### src/rtl/mmio_bus_ctrl.sv
// ---------------------------------------------------------------------------
// mmio_bus_ctrl
//   Memory-mapped bus controller between the processor data port and one RAM
//   plus N_PERIPH peripheral slots. Each access is decoded once and the chosen
//   target gets a held select (and write) strobe until it answers with ready
//   or the timeout expires. The CPU sees a one-cycle registered
//   ready/error/read-data response. An unmapped peripheral slot answers with
//   an error and never strobes anything.
//
//   Optional feature macro: BUS_ERR_LOG_EN
//     defined   -> err_addr / err_cnt hold the last failing address and a
//                  saturating error count; err_clr zeroes both.
//     undefined -> err_addr / err_cnt are constant zero, err_clr is ignored.
//
// Ports
//   clk, rst_n            clock (rising edge), asynchronous active-low reset
//   cpu_req/we/addr/wdata CPU request, held until cpu_ready
//   cpu_rdata/ready/err   registered one-cycle response
//   ram_sel/we, ram_rdata, ram_ready         RAM side
//   per_sel (one-hot), per_we, per_rdata (packed), per_ready  peripherals
//   per_wdata             write data broadcast to RAM and peripherals
//   err_clr, err_addr, err_cnt                error log
// ---------------------------------------------------------------------------
module mmio_bus_ctrl #(
    parameter int ADDR_W   = 32,
    parameter int DATA_W   = 32,
    parameter int N_PERIPH = 6,
    parameter int RAM_BIT  = 8,
    parameter int SEL_LSB  = 2,
    parameter int SEL_W    = 3,
    parameter int TIMEOUT  = 15
) (
    input  logic                         clk,
    input  logic                         rst_n,
    input  logic                         cpu_req,
    input  logic                         cpu_we,
    input  logic [ADDR_W-1:0]            cpu_addr,
    input  logic [DATA_W-1:0]            cpu_wdata,
    output logic [DATA_W-1:0]            cpu_rdata,
    output logic                         cpu_ready,
    output logic                         cpu_err,
    output logic                         ram_sel,
    output logic                         ram_we,
    input  logic [DATA_W-1:0]            ram_rdata,
    input  logic                         ram_ready,
    output logic [N_PERIPH-1:0]          per_sel,
    output logic                         per_we,
    output logic [DATA_W-1:0]            per_wdata,
    input  logic [N_PERIPH*DATA_W-1:0]   per_rdata,
    input  logic [N_PERIPH-1:0]          per_ready,
    input  logic                         err_clr,
    output logic [ADDR_W-1:0]            err_addr,
    output logic [7:0]                   err_cnt
);

    typedef enum logic [1:0] {
        ST_IDLE   = 2'd0,
        ST_ACCESS = 2'd1,
        ST_RESP   = 2'd2
    } state_t;

    // Counter wide enough to hold TIMEOUT-1 for any TIMEOUT >= 1.
    localparam int                TCNT_W     = $clog2(TIMEOUT) + 1;
    localparam logic [TCNT_W-1:0] TCNT_LAST  = TCNT_W'(TIMEOUT - 1);
    localparam logic [SEL_W:0]    N_PERIPH_L = (SEL_W + 1)'(N_PERIPH);

    state_t              state_r;
    logic                tgt_ram_r;
    logic [SEL_W-1:0]    tgt_idx_r;
    logic                we_r;
    logic [ADDR_W-1:0]   addr_r;
    logic [TCNT_W-1:0]   tcnt_r;

    logic                req_ram_s;
    logic [SEL_W-1:0]    req_idx_s;
    logic                req_unmapped_s;
    logic                sel_ready_s;
    logic [DATA_W-1:0]   sel_rdata_s;

    // One-hot peripheral strobe for a slot index.
    function automatic logic [N_PERIPH-1:0] onehot_f(input logic [SEL_W-1:0] idx);
        logic [N_PERIPH-1:0] v;
        v = '0;
        for (int i = 0; i < N_PERIPH; i++) begin
            v[i] = (int'(idx) == i);
        end
        return v;
    endfunction

    // Address decode of the incoming request.
    always_comb begin
        req_ram_s = ~cpu_addr[RAM_BIT];
        req_idx_s = cpu_addr[SEL_LSB +: SEL_W];
        if (req_ram_s) begin
            req_unmapped_s = 1'b0;
        end else begin
            req_unmapped_s = ({1'b0, req_idx_s} >= N_PERIPH_L);
        end
    end

    // Ready and read data of the latched target only; other sources are masked.
    always_comb begin
        sel_ready_s = 1'b0;
        sel_rdata_s = '0;
        if (tgt_ram_r) begin
            sel_ready_s = ram_ready;
            sel_rdata_s = ram_rdata;
        end else begin
            for (int i = 0; i < N_PERIPH; i++) begin
                sel_ready_s = sel_ready_s | (per_ready[i] & (int'(tgt_idx_r) == i));
                sel_rdata_s = sel_rdata_s |
                              (per_rdata[i*DATA_W +: DATA_W] & {DATA_W{int'(tgt_idx_r) == i}});
            end
        end
    end

    // Access sequencer with registered strobes and CPU response.
    always_ff @(posedge clk or negedge rst_n) begin
        if (!rst_n) begin
            state_r   <= ST_IDLE;
            tgt_ram_r <= 1'b0;
            tgt_idx_r <= '0;
            we_r      <= 1'b0;
            addr_r    <= '0;
            tcnt_r    <= '0;
            ram_sel   <= 1'b0;
            ram_we    <= 1'b0;
            per_sel   <= '0;
            per_we    <= 1'b0;
            per_wdata <= '0;
            cpu_ready <= 1'b0;
            cpu_err   <= 1'b0;
            cpu_rdata <= '0;
        end else begin
            case (state_r)
                ST_IDLE: begin
                    cpu_ready <= 1'b0;
                    cpu_err   <= 1'b0;
                    cpu_rdata <= '0;
                    if (cpu_req) begin
                        addr_r    <= cpu_addr;
                        we_r      <= cpu_we;
                        per_wdata <= cpu_wdata;
                        tgt_ram_r <= req_ram_s;
                        tgt_idx_r <= req_idx_s;
                        tcnt_r    <= '0;
                        if (req_unmapped_s) begin
                            // No target exists: answer immediately, strobe nothing.
                            state_r   <= ST_RESP;
                            cpu_ready <= 1'b1;
                            cpu_err   <= 1'b1;
                        end else if (req_ram_s) begin
                            state_r <= ST_ACCESS;
                            ram_sel <= 1'b1;
                            ram_we  <= cpu_we;
                        end else begin
                            state_r <= ST_ACCESS;
                            per_sel <= onehot_f(req_idx_s);
                            per_we  <= cpu_we;
                        end
                    end else begin
                        state_r <= ST_IDLE;
                    end
                end

                ST_ACCESS: begin
                    // Ready is checked first so it wins over the timeout limit.
                    if (sel_ready_s) begin
                        state_r   <= ST_RESP;
                        ram_sel   <= 1'b0;
                        ram_we    <= 1'b0;
                        per_sel   <= '0;
                        per_we    <= 1'b0;
                        cpu_ready <= 1'b1;
                        cpu_err   <= 1'b0;
                        cpu_rdata <= we_r ? '0 : sel_rdata_s;
                    end else if (tcnt_r == TCNT_LAST) begin
                        state_r   <= ST_RESP;
                        ram_sel   <= 1'b0;
                        ram_we    <= 1'b0;
                        per_sel   <= '0;
                        per_we    <= 1'b0;
                        cpu_ready <= 1'b1;
                        cpu_err   <= 1'b1;
                        cpu_rdata <= '0;
                    end else begin
                        tcnt_r <= tcnt_r + TCNT_W'(1);
                    end
                end

                ST_RESP: begin
                    state_r   <= ST_IDLE;
                    ram_sel   <= 1'b0;
                    ram_we    <= 1'b0;
                    per_sel   <= '0;
                    per_we    <= 1'b0;
                    cpu_ready <= 1'b0;
                    cpu_err   <= 1'b0;
                    cpu_rdata <= '0;
                end

                default: begin
                    state_r   <= ST_IDLE;
                    ram_sel   <= 1'b0;
                    ram_we    <= 1'b0;
                    per_sel   <= '0;
                    per_we    <= 1'b0;
                    cpu_ready <= 1'b0;
                    cpu_err   <= 1'b0;
                    cpu_rdata <= '0;
                end
            endcase
        end
    end

`ifdef BUS_ERR_LOG_EN
    // Error log: loads once per error response; a clear in the same cycle wins.
    always_ff @(posedge clk or negedge rst_n) begin
        if (!rst_n) begin
            err_addr <= '0;
            err_cnt  <= 8'd0;
        end else if (err_clr) begin
            err_addr <= '0;
            err_cnt  <= 8'd0;
        end else if ((state_r == ST_RESP) && cpu_err) begin
            err_addr <= addr_r;
            if (err_cnt != 8'hFF) begin
                err_cnt <= err_cnt + 8'd1;
            end else begin
                err_cnt <= err_cnt;
            end
        end else begin
            err_addr <= err_addr;
            err_cnt  <= err_cnt;
        end
    end
`else
    assign err_addr = '0;
    assign err_cnt  = 8'd0;

    // The latched address only feeds the log; sink it with err_clr.
    logic unused_s;
    assign unused_s = ^{err_clr, addr_r};
`endif

endmodule

### config.mk
export PLATFORM = sky130hd
export DESIGN_NAME = mmio_bus_ctrl
export DESIGN_NICKNAME = d
export VERILOG_FILES = /design/src/rtl/mmio_bus_ctrl.sv
export SDC_FILE = /design/constraint.sdc
export NUM_CORES = 1
export LEC_CHECK = 0
export CAP_MARGIN = 20
export CORE_AREA = 2 2 162 164
export DETAILED_ROUTE_END_ITERATION = 12
export DIE_AREA = 0 0 164 166
export MAX_ROUTING_LAYER = met4
export PLACE_DENSITY_LB_ADDON = 0.12
export REMOVE_ABC_BUFFERS = 1
export SYNTH_ARGS = -nofsm -noshare
export SYNTH_HDL_FRONTEND = slang
export SYNTH_SLANG_ARGS = --single-unit
### constraint.sdc
create_clock -name clk -period 2.3 [get_ports clk]
set_input_delay 0.345 -clock clk [delete_from_list [all_inputs] [get_ports clk]]
set_output_delay 0.345 -clock clk [all_outputs]
set_load 0.005 [all_outputs]
==> run_results.csv <==
group,metric,value,unit
run_status,outcome,"finished clean",
clocking,cts_root_buf,"clkbuf_16",
power_and_ir_drop,power_per_cell_area,971.6,mW/mm^2
global_route,grt_antenna_before_repair,1,
global_route,grt_max_degree,48,
timing,slew_headroom,0.6048,
global_route,grt_pass1_vias,5840,
floorplanning,dieArea,0.02722,sq mm
cells_and_area,nets,1256,
cells_and_area,areaGrowthSynthToFinish,74.76,%
setup_path,reg2regPathDepth,6,
timing,setup_ws,0.1491,ns
timing,setup_viol,0,
detailed_routing,drtPass1Iterations,5,
clocking,numCtsBuffers,9,
synthesis,synthSimpleGateAreaFrac,0.1390,
setup_path,startpoint,"tgt_idx_r[0]$_DFFE_PN0P_",
placement,dp_hpwl,18600,um
synthesis,synth_most_common_cell,"nand2_1",
synthesis,synthXorXnorAreaFrac,0,
synthesis,synthMuxAreaShare,0.1657,
synthesis,synth_compound_area_frac,0.2045,
setup_path,required,2.53,ns
timing,hold_viol_final,0,
floorplanning,rows,59,
cells_and_area,finalInstanceArea,0.009816,sq mm
placement,post_dp_cell_area,0.009465,sq mm
clocking,worst_skew_pair.late_latency,0.34,ns
worst_hold_path,hp-class,"in2async",
job,max_cap_violations,0,
setup_path,critical_path_arrival,2.38,ns
synthesis,synthTopCellsByArea,"dfrtp_1 (38%), nand2_1 (9.2%), mux2i_1 (8.6%), buf_4 (6.3%), mux2_2 (4.8%)",
clocking,cts_max_level,3,
setup_path,r2r_slack,0.15,ns
detailed_routing,drt_iter0_drc,314,
setup_path,setup.worst_path.end,"tcnt_r[0]$_DFFE_PN0P_",
cells_and_area,n_fill_cell,2638,
clocking,clk_pin_slew_worst_paths,0.07,ns
placement,io_buffers,345,
floorplanning,ioPinCount,415,
synthesis,ys_seq_area_frac,0.3832,
timing,finalHoldWorstSlack,0.4524,ns
clocking,tritoncts,"done",
timing,period_share,0.9352,
detailed_routing,drcViolationCount,0,
timing,fmax,464.9,MHz
synthesis,ys_top_cells_by_count,"nand2_1 (138), dfrtp_1 (86), mux2i_1 (48)",
synthesis,synth_adder_area_share,0.004455,
setup_path,r2r-end,"tcnt_r[0]$_DFFE_PN0P_",
cells_and_area,postLayoutCoreUtil,0.3832,
floorplanning,die_x,164,um
global_route,grtUsageTotal,0.1741,
synthesis,syn_inst,615,
global_route,overflow,0,
power_and_ir_drop,p_leak,4.190,nW
floorplanning,start_util,0.2193,
timing,post-route-min-period,2.151,ns
timing,worstMarginPinSlew,0.5914,ns
setup_path,rr_startpoint,"tgt_idx_r[0]$_DFFE_PN0P_",
detailed_routing,viasPerCell,4.446,
setup_path,cp_max_fo,5,
cells_and_area,drive_gt1_frac,0.08759,
synthesis,yosysTopAreaCell,"dfrtp_1",
setup_path,crit_path_start_kind,"flop",
floorplanning,core,0.02562,sq mm
setup_path,path_class,"reg2reg",
detailed_routing,num_vias,5757,
placement,gp_congestion,0.7809,
synthesis,synth_area,0.005617,sq mm
power_and_ir_drop,total_power,9.537,mW
setup_path,crit_path_end_kind,"flop",
power_and_ir_drop,vdd_drop_max,0.0004419,V
detailed_routing,routed_wl,23850,um
synthesis,netlist.area_leader.share,0.3832,
synthesis,synth-async-reset-ratio,1.000,
detailed_routing,ant_nets,0,
timing,rsz0062_at_grt,"false",
synthesis,synth-seq-cells,86,
clocking,clkSinkCount,86,
floorplanning,die_h,166,um
clocking,postCtsSetupRepairBufs,0,
placement,place_ws,-0.06604,ns
timing,skew,0.01470,ns
timing,maxSlewViolCount,0,
detailed_routing,wl_per_cell,18.42,um
synthesis,synth_edf_count,0,
synthesis,synth_top_family_by_area,"compound AO/OA/AOI/OAI gates",
synthesis,synthFlopType,"dfrtp_1",
synthesis,yosys_warnings,0,
synthesis,syn_avg_cell_area,9.133,sq um
global_route,grt_pass1_wl,35160,um
synthesis,ys_types,50,
clocking,cts.path.max_buffers,2,
==> timing repair <==
item                                   4_1_cts  5_1_grt
endpoints found under the hold margin       25        0
resized for setup                            0        1
setup endpoints to repair                    0       14
hold buffers                                 1        0
==> through the flow <==
step                      setup TNS (ns)  instances
after floorplan                  -109.69        570
after global placement           -0.1022       1277
after detailed placement         -0.1395       1277
after CTS                              0       1294
after global routing                   0       1295
final                                  0       1295
==> layout by cell type, fill, tap and decap left out, types with 2 or more instances in the layout <==
cell	netlist	layout
a21oi_1	15	15
a221oi_1	13	13
a222oi_1	8	8
a22o_1	24	24
a22oi_1	11	11
a31oi_1	7	7
a32o_1	16	16
buf_12	0	10
buf_4	47	18
bufinv_16	0	2
clkbuf_16	0	9
clkdlybuf4s50_1	0	344
conb_1	1	40
dfrtp_1	86	82
dfrtp_2	0	3
ha_1	2	2
inv_1	15	15
inv_6	0	2
mux2_1	16	16
mux2_2	24	24
mux2i_1	48	48
nand2_1	138	138
nand2b_1	9	9
nand3_1	5	5
nor2_1	14	12
nor2b_1	3	2
nor3_1	4	4
nor3b_1	3	2
nor3b_2	1	2
o21ai_0	35	35
o21ai_1	11	11
o22ai_1	2	2
==> worst min path at each step <==
stage | start | to | slack (ns)
6_report | rst_n | per_wdata[19]$_DFFE_PN0P_ | 0.45
5_1_grt | rst_n | per_wdata[14]$_DFFE_PN0P_ | 0.49
4_1_cts | rst_n | per_wdata[19]$_DFFE_PN0P_ | 0.45
3_5_place_dp | rst_n | per_wdata[19]$_DFFE_PN0P_ | 0.30
3_3_place_gp | rst_n | per_wdata[19]$_DFFE_PN0P_ | 0.30
2_1_floorplan | rst_n | cpu_err$_DFFE_PN0P_ | 0.05
==> kinds of logic after synthesis <==
logic type,after synthesis
AOI/OAI and AO/OA,156
DFF,86
other,1
adders and majority gates,2
muxes,88
buffers and inverters,100
and+or+nand+nor,182
==> routing by layer <==
| layer | share of wire | vias to the layer above | track usage |
|---|---|---|---|
| li1 | - | 2812 | - |
| met1 | 0.42 | 2688 | 0.2093 |
| met2 | 0.49 | 241 | 0.2938 |
| met3 | 0.083 | 16 | 0.04221 |
| met4 | 0.012 | 0 | 0.03928 |
| met5 | 0 | - | - |
==> sequential cells by signal (all words and copies together) (netlist names) <==
| register | cells |
|---|---|
| cpu_rdata | 32 |
| per_wdata | 32 |
| per_sel | 6 |
| tcnt_r | 5 |
| tgt_idx_r | 3 |
| cpu_err | 1 |
| cpu_ready | 1 |
| per_we | 1 |
| ram_sel | 1 |
| ram_we | 1 |
| state_r | 1 |
| tgt_ram_r | 1 |
| we_r | 1 |
==> worst max-delay path, stage by stage (launching register included) <==
cell     delay [ns]
dfrtp_4        0.52
mux2_1         0.35
a221o_1        0.40
o21ai_2        0.20
buf_4          0.17
o22ai_1        0.10
mux2_2         0.29
==> power breakdown <==
group / total [mW] / switching, mW / leakage (nW) / internal [mW]
sequential: 2.47 / 0.437 / 1.12 / 2.04
clock: 1.64 / 0.668 / 0.163 / 0.970
combinational: 5.42 / 2.63 / 2.90 / 2.79
==> cell type report <==
type / count / area, sq um / share of cell area
sequential: 86 / 2160 / 0.2200
tap: 335 / 419.2 / 0.04270
antenna: 1 / 2.502 / 0.0002549
inverter: 16 / 60.06 / 0.006119
clock inverter: 7 / 107.6 / 0.01096
clock buffer: 9 / 225.2 / 0.02294
multi-input combinational: 468 / 3053 / 0.3110
timing repair buffer: 373 / 3789 / 0.3860
Note: power is estimated with default switching activity, not from simulation.
